<file path="config.mk">
export PLATFORM = sky130hd
export DESIGN_NAME = noc_packetizer_flat
export DESIGN_NICKNAME = d
export VERILOG_FILES = /design/src/rtl/noc_packetizer_if.sv /design/src/rtl/noc_packetizer.sv /design/src/flat_wrapper.sv
export SDC_FILE = /design/constraint.sdc
export NUM_CORES = 1
export LEC_CHECK = 0
export ABC_CLOCK_PERIOD_IN_PS = 2150
export CELL_PAD_IN_SITES_DETAIL_PLACEMENT = 0
export CELL_PAD_IN_SITES_GLOBAL_PLACEMENT = 1
export CORE_MARGIN = 2
export CORE_UTILIZATION = 34
export CTS_CLUSTER_DIAMETER = 200
export CTS_CLUSTER_SIZE = 30
export DETAILED_ROUTE_END_ITERATION = 8
export GPL_TIMING_DRIVEN = 1
export PLACE_DENSITY_LB_ADDON = 0.12
export SLEW_MARGIN = 10
export SYNTH_ARGS = -nofsm -noshare
export SYNTH_HDL_FRONTEND = slang
export SYNTH_SLANG_ARGS = --single-unit
export TNS_END_PERCENT = 30
</file>
<file path="constraint.sdc">
create_clock -name clk -period 2.15 [get_ports clk]
set_clock_uncertainty 0.2 [all_clocks]
set_input_delay 0.3225 -clock clk [delete_from_list [all_inputs] [get_ports clk]]
set_output_delay 0.3225 -clock clk [all_outputs]
set_load 0.1 [all_outputs]
</file>
<file path="src/rtl/noc_packetizer_if.sv">
// Handshake bundle between a packet/payload source, the packetizer and the mesh node's
// local input port. master = the packetizer itself, slave = the source/node environment.
interface noc_packetizer_if #(
    parameter int COORD_W   = 4,
    parameter int LEN_W     = 4,
    parameter int PAYLOAD_W = 16
);
    logic                 req_valid;
    logic                 req_ready;
    logic [COORD_W-1:0]   req_dst_x;
    logic [COORD_W-1:0]   req_dst_y;
    logic [LEN_W-1:0]     req_len;

    logic                 data_valid;
    logic                 data_ready;
    logic [PAYLOAD_W-1:0] data_i;

    logic [1:0]           flit_type_o;
    logic [PAYLOAD_W-1:0] flit_payload_o;
    logic                 enable_o;
    logic                 ack_i;

    modport master (
        input  req_valid, req_dst_x, req_dst_y, req_len,
        output req_ready,
        input  data_valid, data_i,
        output data_ready,
        output flit_type_o, flit_payload_o, enable_o,
        input  ack_i
    );

    modport slave (
        output req_valid, req_dst_x, req_dst_y, req_len,
        input  req_ready,
        output data_valid, data_i,
        input  data_ready,
        input  flit_type_o, flit_payload_o, enable_o,
        output ack_i
    );
endinterface

</file>
<file path="src/rtl/noc_packetizer.sv">
// Serialises a (destination, length) request plus payload words into HEADER/BODY/TAIL
// flits on a registered enable/ack port, at up to one flit per cycle.
module noc_packetizer #(
    parameter int COORD_W   = 4,
    parameter int LEN_W     = 4,
    parameter int PAYLOAD_W = 16
) (
    input  logic                   clk,
    input  logic                   rst,
    noc_packetizer_if.master       bus,
    output logic                   busy_o,
    output logic [15:0]            pkt_sent_o
);

    localparam int XHI = 2*COORD_W + LEN_W - 1;
    localparam int XLO = COORD_W + LEN_W;
    localparam int YHI = COORD_W + LEN_W - 1;
    localparam int YLO = LEN_W;

    localparam logic [1:0] FT_HEADER = 2'd0;
    localparam logic [1:0] FT_BODY   = 2'd1;
    localparam logic [1:0] FT_TAIL   = 2'd2;

    localparam logic [LEN_W-1:0] LEN_ZERO = {LEN_W{1'b0}};
    localparam logic [LEN_W-1:0] LEN_ONE  = {{(LEN_W-1){1'b0}}, 1'b1};

    if (PAYLOAD_W < 2*COORD_W + LEN_W) begin : g_bad_cfg
        $error("noc_packetizer: PAYLOAD_W too narrow for the header fields");
    end

    typedef enum logic [0:0] {
        S_IDLE = 1'b0,
        S_DATA = 1'b1
    } state_t;

    state_t               state_q,     state_d;
    logic [LEN_W-1:0]     remaining_q, remaining_d;
    logic                 enable_q,    enable_d;
    logic [1:0]           type_q,      type_d;
    logic [PAYLOAD_W-1:0] payload_q,   payload_d;
    logic                 last_q,      last_d;
    logic [15:0]          pkt_cnt_q,   pkt_cnt_d;

    logic slot_free_s;
    logic req_ready_s;
    logic data_ready_s;

    function automatic logic [PAYLOAD_W-1:0] make_header(
        input logic [COORD_W-1:0] dst_x,
        input logic [COORD_W-1:0] dst_y,
        input logic [LEN_W-1:0]   len
    );
        logic [PAYLOAD_W-1:0] hdr;
        hdr          = {PAYLOAD_W{1'b0}};
        hdr[XHI:XLO] = dst_x;
        hdr[YHI:YLO] = dst_y;
        hdr[LEN_W-1:0] = len;
        return hdr;
    endfunction

    assign slot_free_s = !enable_q || bus.ack_i;

    // Next-state and handshake logic; last_q tags the flit that closes its packet.
    always_comb begin
        state_d      = state_q;
        remaining_d  = remaining_q;
        enable_d     = enable_q;
        type_d       = type_q;
        payload_d    = payload_q;
        last_d       = last_q;
        req_ready_s  = 1'b0;
        data_ready_s = 1'b0;

        if (slot_free_s) begin
            enable_d = 1'b0;
            last_d   = 1'b0;
        end else begin
            enable_d = enable_q;
        end

        case (state_q)
            S_IDLE: begin
                req_ready_s = slot_free_s && rst;
                if (bus.req_valid && req_ready_s) begin
                    enable_d    = 1'b1;
                    type_d      = FT_HEADER;
                    payload_d   = make_header(bus.req_dst_x, bus.req_dst_y, bus.req_len);
                    remaining_d = bus.req_len;
                    if (bus.req_len == LEN_ZERO) begin
                        last_d  = 1'b1;
                        state_d = S_IDLE;
                    end else begin
                        last_d  = 1'b0;
                        state_d = S_DATA;
                    end
                end else begin
                    state_d = S_IDLE;
                end
            end
            S_DATA: begin
                data_ready_s = slot_free_s && rst;
                if (bus.data_valid && data_ready_s) begin
                    enable_d    = 1'b1;
                    payload_d   = bus.data_i;
                    remaining_d = remaining_q - LEN_ONE;
                    if (remaining_q == LEN_ONE) begin
                        type_d  = FT_TAIL;
                        last_d  = 1'b1;
                        state_d = S_IDLE;
                    end else begin
                        type_d  = FT_BODY;
                        last_d  = 1'b0;
                        state_d = S_DATA;
                    end
                end else begin
                    state_d = S_DATA;
                end
            end
            default: begin
                state_d  = S_IDLE;
                enable_d = 1'b0;
                last_d   = 1'b0;
            end
        endcase
    end

    // Completed-packet counter advances when the closing flit is acked.
    always_comb begin
        if (enable_q && bus.ack_i && last_q) begin
            pkt_cnt_d = pkt_cnt_q + 16'd1;
        end else begin
            pkt_cnt_d = pkt_cnt_q;
        end
    end

    // State and output registers.
    always_ff @(posedge clk or negedge rst) begin
        if (!rst) begin
            state_q     <= S_IDLE;
            remaining_q <= LEN_ZERO;
            enable_q    <= 1'b0;
            type_q      <= FT_HEADER;
            payload_q   <= {PAYLOAD_W{1'b0}};
            last_q      <= 1'b0;
            pkt_cnt_q   <= 16'd0;
        end else begin
            state_q     <= state_d;
            remaining_q <= remaining_d;
            enable_q    <= enable_d;
            type_q      <= type_d;
            payload_q   <= payload_d;
            last_q      <= last_d;
            pkt_cnt_q   <= pkt_cnt_d;
        end
    end

    assign bus.req_ready      = req_ready_s;
    assign bus.data_ready     = data_ready_s;
    assign bus.flit_type_o    = type_q;
    assign bus.flit_payload_o = payload_q;
    assign bus.enable_o       = enable_q;
    assign busy_o             = (state_q != S_IDLE) || enable_q;
    assign pkt_sent_o         = pkt_cnt_q;

endmodule
</file>
<file path="src/flat_wrapper.sv">
// flat-port wrapper written by rule: the top's interface ports become plain ports
module noc_packetizer_flat 
#(
    parameter int COORD_W   = 4,
    parameter int LEN_W     = 4,
    parameter int PAYLOAD_W = 16
)
  (clk, rst, busy_o, pkt_sent_o, bus_req_valid, bus_req_dst_x, bus_req_dst_y, bus_req_len, bus_req_ready, bus_data_valid, bus_data_i, bus_data_ready, bus_flit_type_o, bus_flit_payload_o, bus_enable_o, bus_ack_i);
  noc_packetizer_if #(.COORD_W(COORD_W), .LEN_W(LEN_W), .PAYLOAD_W(PAYLOAD_W)) bus_i ();
  input  logic clk;
  input  logic rst;
  output logic busy_o;
  output logic [15:0] pkt_sent_o;
  input wire logic [$bits(bus_i.req_valid)-1:0] bus_req_valid;
  input wire logic [$bits(bus_i.req_dst_x)-1:0] bus_req_dst_x;
  input wire logic [$bits(bus_i.req_dst_y)-1:0] bus_req_dst_y;
  input wire logic [$bits(bus_i.req_len)-1:0] bus_req_len;
  output wire logic [$bits(bus_i.req_ready)-1:0] bus_req_ready;
  input wire logic [$bits(bus_i.data_valid)-1:0] bus_data_valid;
  input wire logic [$bits(bus_i.data_i)-1:0] bus_data_i;
  output wire logic [$bits(bus_i.data_ready)-1:0] bus_data_ready;
  output wire logic [$bits(bus_i.flit_type_o)-1:0] bus_flit_type_o;
  output wire logic [$bits(bus_i.flit_payload_o)-1:0] bus_flit_payload_o;
  output wire logic [$bits(bus_i.enable_o)-1:0] bus_enable_o;
  input wire logic [$bits(bus_i.ack_i)-1:0] bus_ack_i;
  assign bus_i.req_valid = bus_req_valid;
  assign bus_i.req_dst_x = bus_req_dst_x;
  assign bus_i.req_dst_y = bus_req_dst_y;
  assign bus_i.req_len = bus_req_len;
  assign bus_req_ready = bus_i.req_ready;
  assign bus_i.data_valid = bus_data_valid;
  assign bus_i.data_i = bus_data_i;
  assign bus_data_ready = bus_i.data_ready;
  assign bus_flit_type_o = bus_i.flit_type_o;
  assign bus_flit_payload_o = bus_i.flit_payload_o;
  assign bus_enable_o = bus_i.enable_o;
  assign bus_i.ack_i = bus_ack_i;
  noc_packetizer #(.COORD_W(COORD_W), .LEN_W(LEN_W), .PAYLOAD_W(PAYLOAD_W)) u_core (.clk(clk), .rst(rst), .bus(bus_i), .busy_o(busy_o), .pkt_sent_o(pkt_sent_o));
endmodule
</file>
Word-level counts from Yosys, hierarchy flattened
Index checks and enable logic that the tools add are counted.
{"block": "classes", "addsub": 2, "eq_ne": 3, "mux": 27, "reduce_logical": 10, "bitwise": 1}
{"cell": "$mux W16", "n": 2}
{"cell": "$pmux W16 S2", "n": 1}
{"cell": "$add A16 B1 Y16 const B", "n": 1}
{"cell": "$mux W1", "n": 14}
{"cell": "$mux W4", "n": 2}
{"cell": "$pmux W4 S2", "n": 1}
{"cell": "$mux W2", "n": 3}
{"cell": "$pmux W1 S2", "n": 3}
{"cell": "$logic_and A1 B1 Y1", "n": 5}
{"cell": "$eq A4 B1 Y1 const B", "n": 1}
{"cell": "$logic_not A4 Y1", "n": 1}
{"cell": "$pmux W2 S2", "n": 1}
{"cell": "$sub A4 B1 Y4 const B", "n": 1}
{"cell": "$logic_or A1 B1 Y1", "n": 2}
{"cell": "$ne A2 B1 Y1 const B", "n": 1}
{"cell": "$ne A2 B2 Y1 const B", "n": 1}
{"cell": "$reduce_and A2 Y1", "n": 1}
{"cell": "$logic_not A1 Y1", "n": 1}
{"cell": "$not A1 Y1", "n": 1}
{"block": "word_totals", "regBits": 41, "output_inout_bits": 38, "inputBits": 33}

Longest topological paths before layout
Gate-level depths: netlist of run 1.
{"block": "depth", "word_depth": 6, "depth_mapped": 6}

Worst setup path after synthesis of run 1
No wires, ideal clock.
{"block": "synth_path", "path_type": "register -> register", "start": "register u_core.enable_q, in the netlist u_core.bus.enable_o", "end": "register u_core.state_q", "setup_slack_ns": -0.898, "setup_time_ns": 0.192, "path_buffers": 0, "period_less_slack_ns": 3.048, "path_stages_with_launch": 5, "arrival_time_ns": 2.657, "cell_sequence": "dfrtp_1 or2b_1 nand2_1 nor2_1 a21oi_1"}
{"block": "synth_between", "elab_chain_cells": 6}
{"element": "start: declaration", "line_no": "noc_packetizer.sv:38", "text": "logic enable_q, enable_d;"}
{"element": "start signal: assignment", "line_no": "noc_packetizer.sv:149", "text": "enable_q <= enable_d;"}
{"element": "$logic_not A1 Y1 *", "line_no": "noc_packetizer.sv:61", "text": "assign slot_free_s = !enable_q || bus.ack_i;"}
{"element": "$logic_or A1 B1 Y1 *", "line_no": "noc_packetizer.sv:61"}
{"element": "$logic_and A1 B1 Y1 *", "line_no": "noc_packetizer.sv:83, noc_packetizer.sv:101"}
{"element": "$logic_and A1 B1 Y1, on equally long branches", "line_no": "noc_packetizer.sv:102, noc_packetizer.sv:84"}
{"element": "$mux W1, on equally long branches", "line_no": "noc_packetizer.sv:102, noc_packetizer.sv:84"}
{"element": "$pmux W1 S2 *", "line_no": "noc_packetizer.sv:81", "text": "case (state_q)"}
{"element": "named net u_core.state_d", "line_no": "noc_packetizer.sv:36", "text": "state_t state_q, state_d;"}
{"element": "end signal: assignment", "line_no": "noc_packetizer.sv:147", "text": "state_q <= state_d;"}
{"element": "end: declaration", "line_no": "noc_packetizer.sv:36"}
The timed path passes the listed nets; every way through them passes the cells marked *.
A chain may end at the register's enable or synchronous reset.

Worst setup path after layout of run 1
{"block": "layout_path", "start": "input rst", "end": "output bus_data_ready"}
{"block": "layout_between", "elab_chain_cells": 2}
{"element": "start: declaration", "line_no": "flat_wrapper.sv:11", "text": "input logic rst;"}
{"element": "$logic_and A1 B1 Y1", "line_no": "noc_packetizer.sv:101", "text": "data_ready_s = slot_free_s && rst;"}
{"element": "$mux W1", "line_no": "noc_packetizer.sv:81"}
{"element": "end: declaration", "line_no": "flat_wrapper.sv:21", "text": "output wire logic [$bits(bus_i.data_ready)-1:0] bus_data_ready;"}
Every way passes these cells.

==> flow_metrics.env, run 1 <==
export IMPL_layout_commonest_cell="buf_4"
export IMPL_dpl_worst_slack_ps=18.4
export IMPL_globalplace_congestion=0.743
export IMPL_synth_compound_area_share_pct=12.6
export IMPL_powerDensity_mw_per_mm2=1020
export IMPL_drive_above_1_share_pct=30.0
export IMPL_worstSetupPathType="input pin to output port"
export IMPL_r2r_start="u_core.bus.enable_o"
export IMPL_synth_fp_nets=222
export IMPL_rsz0062_at_grt="false"
export IMPL_final_cell_mix="buf_4, dfrtp_1, clkdlybuf4s50_1"
export IMPL_grt_usage_pct=14.8
export IMPL_worst_pin_slew_ps=472
export IMPL_synth_area_leaders="dfrtp_1, mux2i_1, nand2_1"
export IMPL_initial_utilization_pct=35.7
export IMPL_min_path_type="flop to flop"
export IMPL_io_buffers=70
export IMPL_crit_cells=5
export IMPL_yosys_area_top_type_share_pct=51.3
export IMPL_tns_ps=0
export IMPL_hold_violations=0
export IMPL_vias_per_cell=4.82
export IMPL_seq_area_mm2=0.00104
export IMPL_crit_family="buffers and inverters"
export IMPL_worstRegToRegCells=4
export IMPL_die_w_um=80.7
export IMPL_grt_start_max_net_pins=27
export IMPL_yosysWarnings=0
export IMPL_ant_nets=0
export IMPL_cts_inserted_buffers=5
export IMPL_final_cells=342
export IMPL_yosys_mux_area_fraction_pct=6.32
export IMPL_ir_worst_vdd_uv=575
export IMPL_core_area_mm2=0.00561
export IMPL_fmax_mhz=480
export IMPL_status="completed"
export IMPL_routed_wl_mm=4.63
export IMPL_startpoint="rst"
export IMPL_stdcell_area_mm2=0.00292
export IMPL_startpoint_type="input pin"
export IMPL_synth_top_family_by_area="simple AND/OR/NAND/NOR gates"
export IMPL_synth_area_leader_cell="dfrtp_1"
export IMPL_hpwlAfterDp_mm=3.56
export IMPL_slew_headroom_pct=68.4
export IMPL_ios=71
export IMPL_end_kind="output port"
export IMPL_multi_input_area_um2=926
export IMPL_wl_per_cell_um=13.5
export IMPL_grt_pass1_vias=1598
export IMPL_worstPathMaxFanout=6
export IMPL_synth_edf_count=0
export IMPL_critPathSlowestCell="dlygate4sd3_1"
export IMPL_crit_end="bus_data_ready"
export IMPL_nets=305
export IMPL_antenna_cells=0
export IMPL_clock_sinks=41
export IMPL_area_growth_pct=46.0
export IMPL_cts_max_level=2
export IMPL_crit_chain="dlygate4sd3_1 > buf_2 > nand2_2 > nor2_4 > buf_12"
export IMPL_placed_area_mm2=0.00279
export IMPL_finalCritPeriodShare_pct=96.9
export IMPL_netlist_area_mm2=0.00200
export IMPL_ys_seq_area_share_pct=51.3
export IMPL_n_fill_cell=536
export IMPL_yosys_area_share_simple_pct=18.1
export IMPL_clockBufferDepth=2
export IMPL_remaining_drc_errors=0
export IMPL_post_cts_buffers=0
export IMPL_ys_flop_type="dfrtp_1"
export IMPL_grt_ovfl_total=0
export IMPL_cp_num_buf_inv=3
export IMPL_ys_async_sr_fraction_pct=100
export IMPL_worstReg2RegEnd="u_core.bus.flit_payload_o[15]"
export IMPL_p_leak_nw=1.41
export IMPL_rows=27
export IMPL_synth_seq_cells=41
export IMPL_synth_xor_area_share_pct=6.57
export IMPL_clkLatencyLatePin_ps=290
export IMPL_cp_slowest_stage_delay_ps=540
export IMPL_r2r_slack_ps=390
export IMPL_clk_pin_slew_ps=80
export IMPL_synth_avg_cell_area_um2=10.7
export IMPL_antenna_found_initial=0
export IMPL_clock_root_buffer="clkbuf_8"
export IMPL_slew_violations=0
export IMPL_setup_viol=0
export IMPL_place_inst=332
export IMPL_cts_tree="yes"
export IMPL_drt_pass1_iterations=4
export IMPL_die_area_mm2=0.00651
export IMPL_max_cap_viol_count=0
export IMPL_fin_crit_ps=2080
export IMPL_drt_iter0_markers=24
export IMPL_grt_pass1_wl_mm=7.50
export IMPL_cp_required_ps=1630
export IMPL_num_vias=1650
export IMPL_synth_cell_types=43
export IMPL_synthCells=186
export IMPL_power_mw=2.99
export IMPL_synthAdderAreaFrac_pct=1.88
export IMPL_fin_ws_ps=66.2
export IMPL_die_y_um=80.7
export IMPL_worstPathArrival_ps=1560
power breakdown:
group | internal [mW] | switching (mW)
Sequential | 0.906 | 0.108
Clock | 0.290 | 0.259
Combinational | 0.364 | 1.06
Total | 1.56 | 1.43
how the worst min path moves through the flow:
stage,startpoint,end,slack (ps),cells after the start
global placement,rst,u_core.last_q,30,1
global route,u_core.pkt_sent_o[15],u_core.pkt_sent_o[15],300,1
finish,u_core.pkt_sent_o[15],u_core.pkt_sent_o[15],270,1
floorplan,rst,u_core.bus.enable_o,-170,0
CTS,u_core.pkt_sent_o[15],u_core.pkt_sent_o[15],280,1
detailed placement,rst,u_core.last_q,30,1
sequential cells by signal, summed over array words and instances (netlist names):
signal,flops
u_core.bus.flit_type_o,2
u_core.state_q,1
u_core.bus.flit_payload_o,16
u_core.bus.enable_o,1
u_core.last_q,1
u_core.pkt_sent_o,16
u_core.remaining_q,4
timing repair:
item / in CTS / in global routing
hold buffers: 2 / 0
endpoints found under the setup margin: 0 / 2
hold endpoints to repair: 9 / 0
resized for setup: 0 / 2
area by class of cell:
cell class | instances | area share, %
flip-flops and latches | 41 | 35.5
multi-input cells | 133 | 31.7
repair buffers | 84 | 25.7
clock buffers | 7 | 3.30
well taps | 72 | 3.09
inverters | 4 | 0.514
clock inverters | 1 | 0.171
per-stage QoR:
| stage | util, % | hold WS (ps) |
|---|---|---|
| 3_5_place_dp | 49.8 | 32.5 |
| 4_1_cts | 52.0 | 279 |
| 3_3_place_gp | 49.8 | 32.9 |
| 2_1_floorplan | - | -173 |
| 5_1_grt | 52.1 | 298 |
| 6_report | 52.1 | 270 |
worst reg2reg max path: stages (launching register included):
cell and delay, ps:
dfrtp_2 460, or2b_1 250, and2_1 400, o21ai_2 170
o2bb2ai_1 160
per-layer routing:
| layer | GRT usage [%] | wire [µm] | part of all wire, % |
|---|---|---|---|
| met1 | 20.2 | 2130 | 46 |
| met2 | 23.3 | 2210 | 48 |
| met3 | 3.48 | 239 | 5.2 |
| met4 | 4.58 | 48 | 1.0 |
| met5 | 0 | 0 | 0 |
synth_stat cells (2+ instances only):
master / number
dfrtp_1: 41
nand2_1: 25
mux2i_1: 10
xnor2_1: 10
o21ai_0: 8
a21oi_1: 7
o21ai_1: 7
nor2b_1: 6
a31oi_1: 5
nor3_1: 5
o2bb2ai_1: 5
xor2_1: 5
buf_2: 4
inv_1: 4
nand3_1: 4
nor2_1: 4
and3_1: 3
ha_1: 3
and4_1: 2
buf_4: 2
nand3_2: 2
nand4_1: 2
or2_2: 2
cell families (layout without fill, tap and decap cells):
group,Yosys count,count (layout)
and+or+nand+nor,64,64
DFF,41,41
AOI/OAI and AO/OA,39,39
xor gates and xnor gates,15,15
muxes,12,12
buffers and inverters,12,96
adders and majority gates,3,3
No activity file was read; power rests on OpenSTA's default activity.
==> run 2: changes to the inputs <==
--- a/config.mk
+++ b/config.mk
@@ -6,6 +6,7 @@
 export NUM_CORES = 1
 export LEC_CHECK = 0
 export ABC_CLOCK_PERIOD_IN_PS = 2150
+export CAP_MARGIN = 25
 export CELL_PAD_IN_SITES_DETAIL_PLACEMENT = 0
 export CELL_PAD_IN_SITES_GLOBAL_PLACEMENT = 1
 export CORE_MARGIN = 2
@@ -14,7 +15,7 @@
 export CTS_CLUSTER_SIZE = 30
 export DETAILED_ROUTE_END_ITERATION = 8
 export GPL_TIMING_DRIVEN = 1
-export PLACE_DENSITY_LB_ADDON = 0.12
+export PLACE_DENSITY_LB_ADDON = 0.1
 export SLEW_MARGIN = 10
 export SYNTH_ARGS = -nofsm -noshare
 export SYNTH_HDL_FRONTEND = slang
==> run 2 against run 1 <==
Setup slack improved by 40 ps. Largest cell class unchanged. First-iteration DRC count increased by 63%. Final area decreased by 0.60%. Clock power increased by 15%. Register-to-register slack got worse by 50 ps. Critical path type unchanged.
==> flow_metrics.env, run 2 (synthesis results as in run 1) <==
export IMPL_dpl_worst_slack_ps=-20.4
export IMPL_slew_violations=0
export IMPL_grt_pass1_vias=1527
export IMPL_status="completed"
export IMPL_ant_nets=0
export IMPL_final_core_util_pct=51.7
export IMPL_grt_busiest_layer="met2"
export IMPL_cp_required_ps=1630
export IMPL_cts_tree="yes"
export IMPL_worst_pin_slew_ps=495
export IMPL_grt_usage_pct=14.6
export IMPL_die_w_um=80.7
export IMPL_fin_ws_ps=106
export IMPL_core_area_mm2=0.00561
export IMPL_ios=71
export IMPL_finalCritPeriodShare_pct=95.1
export IMPL_min_path_type="input pin to async pin"
export IMPL_swShare_pct=46.5
export IMPL_vias_per_cell=4.70
export IMPL_rsz0062_at_grt="false"
export IMPL_nets=301
export IMPL_p_clk_share_pct=20.5
export IMPL_crit_family="buffers and inverters"
export IMPL_layout_commonest_cell="buf_4"
export IMPL_setup_viol=0
export IMPL_end_kind="output port"
export IMPL_worstSetupPathType="input pin to output port"
export IMPL_remaining_drc_errors=0
export IMPL_powerDensity_mw_per_mm2=1060
export IMPL_num_vias=1587
export IMPL_p_leak_nw=1.40
export IMPL_intPower_mw=1.64
export IMPL_grt_ovfl_total=0
export IMPL_clk_pin_slew_ps=80
export IMPL_fmax_mhz=489
export IMPL_grt_start_max_net_pins=40
export IMPL_pwr_share_seq_pct=33.1
export IMPL_cts_inserted_buffers=5
export IMPL_cts_max_level=2
export IMPL_startpoint_type="input pin"
export IMPL_area_growth_pct=45.1
export IMPL_die_y_um=80.7
export IMPL_worstPathMaxFanout=6
export IMPL_n_fill_cell=566
export IMPL_antenna_found_initial=0
export IMPL_worstPathArrival_ps=1520
export IMPL_routed_wl_mm=4.53
export IMPL_final_cells=338
export IMPL_cp_slowest_stage_delay_ps=520
export IMPL_max_cap_viol_count=0
export IMPL_hpwlAfterDp_mm=3.41
export IMPL_cp_num_buf_inv=3
export IMPL_clock_sinks=41
export IMPL_met1_usage_pct=19.7
export IMPL_grt_pass1_wl_mm=7.33
export IMPL_die_area_mm2=0.00651
export IMPL_drt_pass1_iterations=4
export IMPL_wl_per_cell_um=13.4
export IMPL_slew_headroom_pct=67.0
export IMPL_crit_chain="dlygate4sd3_1 > clkbuf_4 > nand2_1 > nor2_4 > buf_12"
export IMPL_clock_root_buffer="clkbuf_8"
export IMPL_drive_above_1_share_pct=28.6
export IMPL_io_buffers=70
export IMPL_clkLatencyLatePin_ps=290
export IMPL_initial_utilization_pct=35.7
export IMPL_place_inst=328
export IMPL_antenna_cells=0
export IMPL_globalplace_congestion=0.749
export IMPL_final_cell_mix="buf_4, dfrtp_1, clkdlybuf4s50_1"
export IMPL_hold_violations=0
export IMPL_ir_worst_vdd_uv=605
export IMPL_pwr_share_comb_pct=46.4
export IMPL_switchingPower_mw=1.43
export IMPL_fin_crit_ps=2040
export IMPL_clockBufferDepth=2
export IMPL_grtUsageMet2_pct=23.2
export IMPL_drt_iter0_markers=39
export IMPL_use_met3_pct=3.15
export IMPL_critPathSlowestCell="dlygate4sd3_1"
export IMPL_rows=27
## run 2: layout make-up
class	count	area [µm²]	share of cell area (%)
Tap cell	72	90.1	3.10
Sequential cell	41	1040	35.7
Clock buffer	7	86.3	2.98
Inverter	4	15.0	0.517
Clock inverter	1	30.0	1.03
Multi-Input combinational cell	133	923	31.8
Timing Repair Buffer	80	721	24.8
## run 2: power groups by stage
stage	clock network [mW]	logic (mW)	registers (mW)
global placement	0	1.43	1.03
CTS	0.657	1.44	1.02
finish	0.631	1.42	1.02
floorplan	0	0.317	1.78
global route	0.681	1.50	1.04
detailed placement	0	1.43	1.03
## run 2: per-layer routing
layer / up-vias / routed length, µm / part of all wire, %
li1: 815 / - / -
met1: 735 / 2090 / 46
met2: 32 / 2190 / 48
met3: 5 / 192 / 4.2
met4: 0 / 56 / 1.2
met5: - / 0 / 0
## run 2: worst paths after layout
check                           cells after the start            startpoint  slack, ps                    end
worst max-delay path                                5                   rst        110         bus_data_ready
worst min-delay path                                2                   rst        190         u_core.state_q
worst max register to register                      6   u_core.bus.enable_o        340  u_core.remaining_q[1]
worst min register to register                      1  u_core.pkt_sent_o[6]        280   u_core.pkt_sent_o[6]
max in group asynchronous                           3                   rst        850   u_core.pkt_sent_o[2]
min in group clk                                    3             bus_ack_i        270   u_core.pkt_sent_o[2]
## run 2: stage by stage
stage                     total power [mW]  hold WS [ps]  TNS, ps  instance area (µm²)
after detailed placement              2.46         -41.0    -49.8                 2760
after CTS                             3.11           174        0                 2890
after global placement                2.46         -43.7        0                 2760
after floorplan                       2.10          -173        0                 2020
after global routing                  3.22           209        0                 2900
final                                 3.07           193        0                 2900
## run 2: repair_timing
action                     in CTS  in global routing
hold buffers                    1                  0
hold endpoints to repair        2                  0
setup endpoints to repair       0                  2
setup buffers                   0                  1
resized for setup               0                  2
==> run 3: changes to the inputs <==
--- a/config.mk
+++ b/config.mk
@@ -9,7 +9,6 @@
 export CAP_MARGIN = 25
 export CELL_PAD_IN_SITES_DETAIL_PLACEMENT = 0
 export CELL_PAD_IN_SITES_GLOBAL_PLACEMENT = 1
-export CORE_MARGIN = 2
 export CORE_UTILIZATION = 34
 export CTS_CLUSTER_DIAMETER = 200
 export CTS_CLUSTER_SIZE = 30
==> run 3 against run 2 <==
Sequential power barely moved. Setup slack got worse by 56 ps. Register-to-register slack barely moved. Global-route usage rose by 0.94 points. Final cell count rose by 0.59%. Routed wire length rose by 0.11%. Combinational power barely moved. Flip-flop and latch count did not move. Fmax fell by 2.6%. Non-clock buffer count rose by 2. Clock power fell by 12%.
==> flow_metrics.env, run 3 (synthesis results as in run 1) <==
export IMPL_fin_crit_ps=2100
export IMPL_powerDensity_mw_per_mm2=1030
export IMPL_io_buffers=70
export IMPL_setup_viol=0
export IMPL_remaining_drc_errors=0
export IMPL_clk_pin_slew_ps=80
export IMPL_clock_root_buffer="clkbuf_8"
export IMPL_drt_pass1_iterations=4
export IMPL_power_mw=2.99
export IMPL_clkLatencyLatePin_ps=290
export IMPL_die_area_mm2=0.00619
export IMPL_p_clk_share_pct=18.5
export IMPL_worstPathArrival_ps=1580
export IMPL_dpl_worst_slack_ps=5.28
export IMPL_r2r_slack_ps=330
export IMPL_p_leak_nw=1.40
export IMPL_initial_utilization_pct=35.9
export IMPL_tns_ps=0
export IMPL_ant_nets=0
export IMPL_status="completed"
export IMPL_hpwlAfterDp_mm=3.39
export IMPL_antenna_found_initial=0
export IMPL_grt_pass1_vias=1559
export IMPL_layout_commonest_cell="buf_4"
export IMPL_n_fill_cell=537
export IMPL_slew_violations=0
export IMPL_rows=27
export IMPL_worstPathMaxFanout=5
export IMPL_fin_ws_ps=50.7
export IMPL_core_area_mm2=0.00557
export IMPL_multi_input_area_um2=923
export IMPL_grt_ovfl_total=0
export IMPL_min_path_type="flop to flop"
export IMPL_area_growth_pct=45.0
export IMPL_use_met3_pct=3.49
export IMPL_clock_sinks=41
export IMPL_grt_usage_pct=15.6
export IMPL_num_vias=1639
export IMPL_cts_max_level=2
export IMPL_pwr_share_seq_pct=33.8
export IMPL_worstSetupPathType="input pin to output port"
export IMPL_grt_start_max_net_pins=23
export IMPL_final_cells=340
export IMPL_drive_above_1_share_pct=29.1
export IMPL_cts_tree="yes"
export IMPL_clockBufferDepth=2
export IMPL_fmax_mhz=476
export IMPL_max_cap_viol_count=0
export IMPL_ir_worst_vdd_uv=736
export IMPL_nets=303
export IMPL_slew_headroom_pct=72.2
export IMPL_swShare_pct=47.9
export IMPL_end_kind="output port"
export IMPL_startpoint_type="input pin"
export IMPL_antenna_cells=0
export IMPL_die_w_um=78.7
export IMPL_wl_per_cell_um=13.3
export IMPL_grt_busiest_layer="met2"
export IMPL_met1_usage_pct=20.2
export IMPL_rsz0062_at_grt="false"
export IMPL_hold_violations=0
export IMPL_globalplace_congestion=0.718
export IMPL_switchingPower_mw=1.44
export IMPL_die_y_um=78.7
export IMPL_worst_pin_slew_ps=416
export IMPL_ios=71
export IMPL_cts_inserted_buffers=5
export IMPL_finalCritPeriodShare_pct=97.6
export IMPL_vias_per_cell=4.82
export IMPL_grtUsageMet2_pct=24.8
export IMPL_cp_required_ps=1630
export IMPL_final_cell_mix="buf_4, dfrtp_1, clkdlybuf4s50_1"
export IMPL_place_inst=329
export IMPL_drt_iter0_markers=57
export IMPL_grt_pass1_wl_mm=7.43
export IMPL_seq_area_mm2=0.00104
export IMPL_routed_wl_mm=4.53
export IMPL_pwr_share_comb_pct=47.7
export IMPL_post_cts_resized=0
export IMPL_intPower_mw=1.56
[run 3: layout make-up]
| cell class | instances | area share, % |
|---|---|---|
| sequential | 41 | 35.7 |
| multi-input combinational | 133 | 31.9 |
| timing repair buffer | 82 | 25.3 |
| clock buffer | 7 | 3.32 |
| tap | 72 | 3.11 |
| inverter | 4 | 0.518 |
| clock inverter | 1 | 0.173 |
[run 3: layer usage]
layer	wire length [µm]	up-vias
li1	-	815
met1	2110	784
met2	2190	32
met3	146	8
met4	80	0
met5	0	-
[run 3: power by group through the flow]
stage	sequential (mW)	combinational [mW]	clock, mW
finish	1.01	1.43	0.554
global route	1.04	1.50	0.609
CTS	1.02	1.44	0.582
detailed placement	1.03	1.43	0
global placement	1.03	1.43	0
floorplan	1.78	0.317	0
[run 3: worst max-delay path, stage by stage]
cell	delay (ps)
clkdlybuf4s50_1	560
or2b_1	190
nand2_1	150
nor2_4	170
buf_12	190
[run 3: final timing paths]
kind / from / endpoint / cells past startpoint
setup / recovery: bus_ack_i / bus_data_ready / 5
hold / removal: u_core.pkt_sent_o[15] / u_core.pkt_sent_o[15] / 1
setup reg to reg: u_core.bus.enable_o / u_core.bus.flit_payload_o[14] / 5
hold reg to reg: u_core.pkt_sent_o[15] / u_core.pkt_sent_o[15] / 1
max in group asynchronous: rst / u_core.bus.enable_o / 3
min in group asynchronous: rst / u_core.remaining_q[0] / 3
[run 3: through the flow]
stage / utilization [%] / hold WS (ps) / cell area [µm²]
floorplan: - / -173 / 2020
global placement: 49.7 / 22.1 / 2770
detailed placement: 49.7 / 23.3 / 2770
CTS: 51.9 / 288 / 2890
global route: 52.0 / 312 / 2900
finish: 52.0 / 282 / 2900
[run 3: repair_timing]
| action | CTS | global route |
|---|---|---|
| hold buffers | 2 | 0 |
| hold endpoints to repair | 8 | 0 |
| buffers inserted | 0 | 1 |
| endpoints found under the setup margin | 0 | 1 |
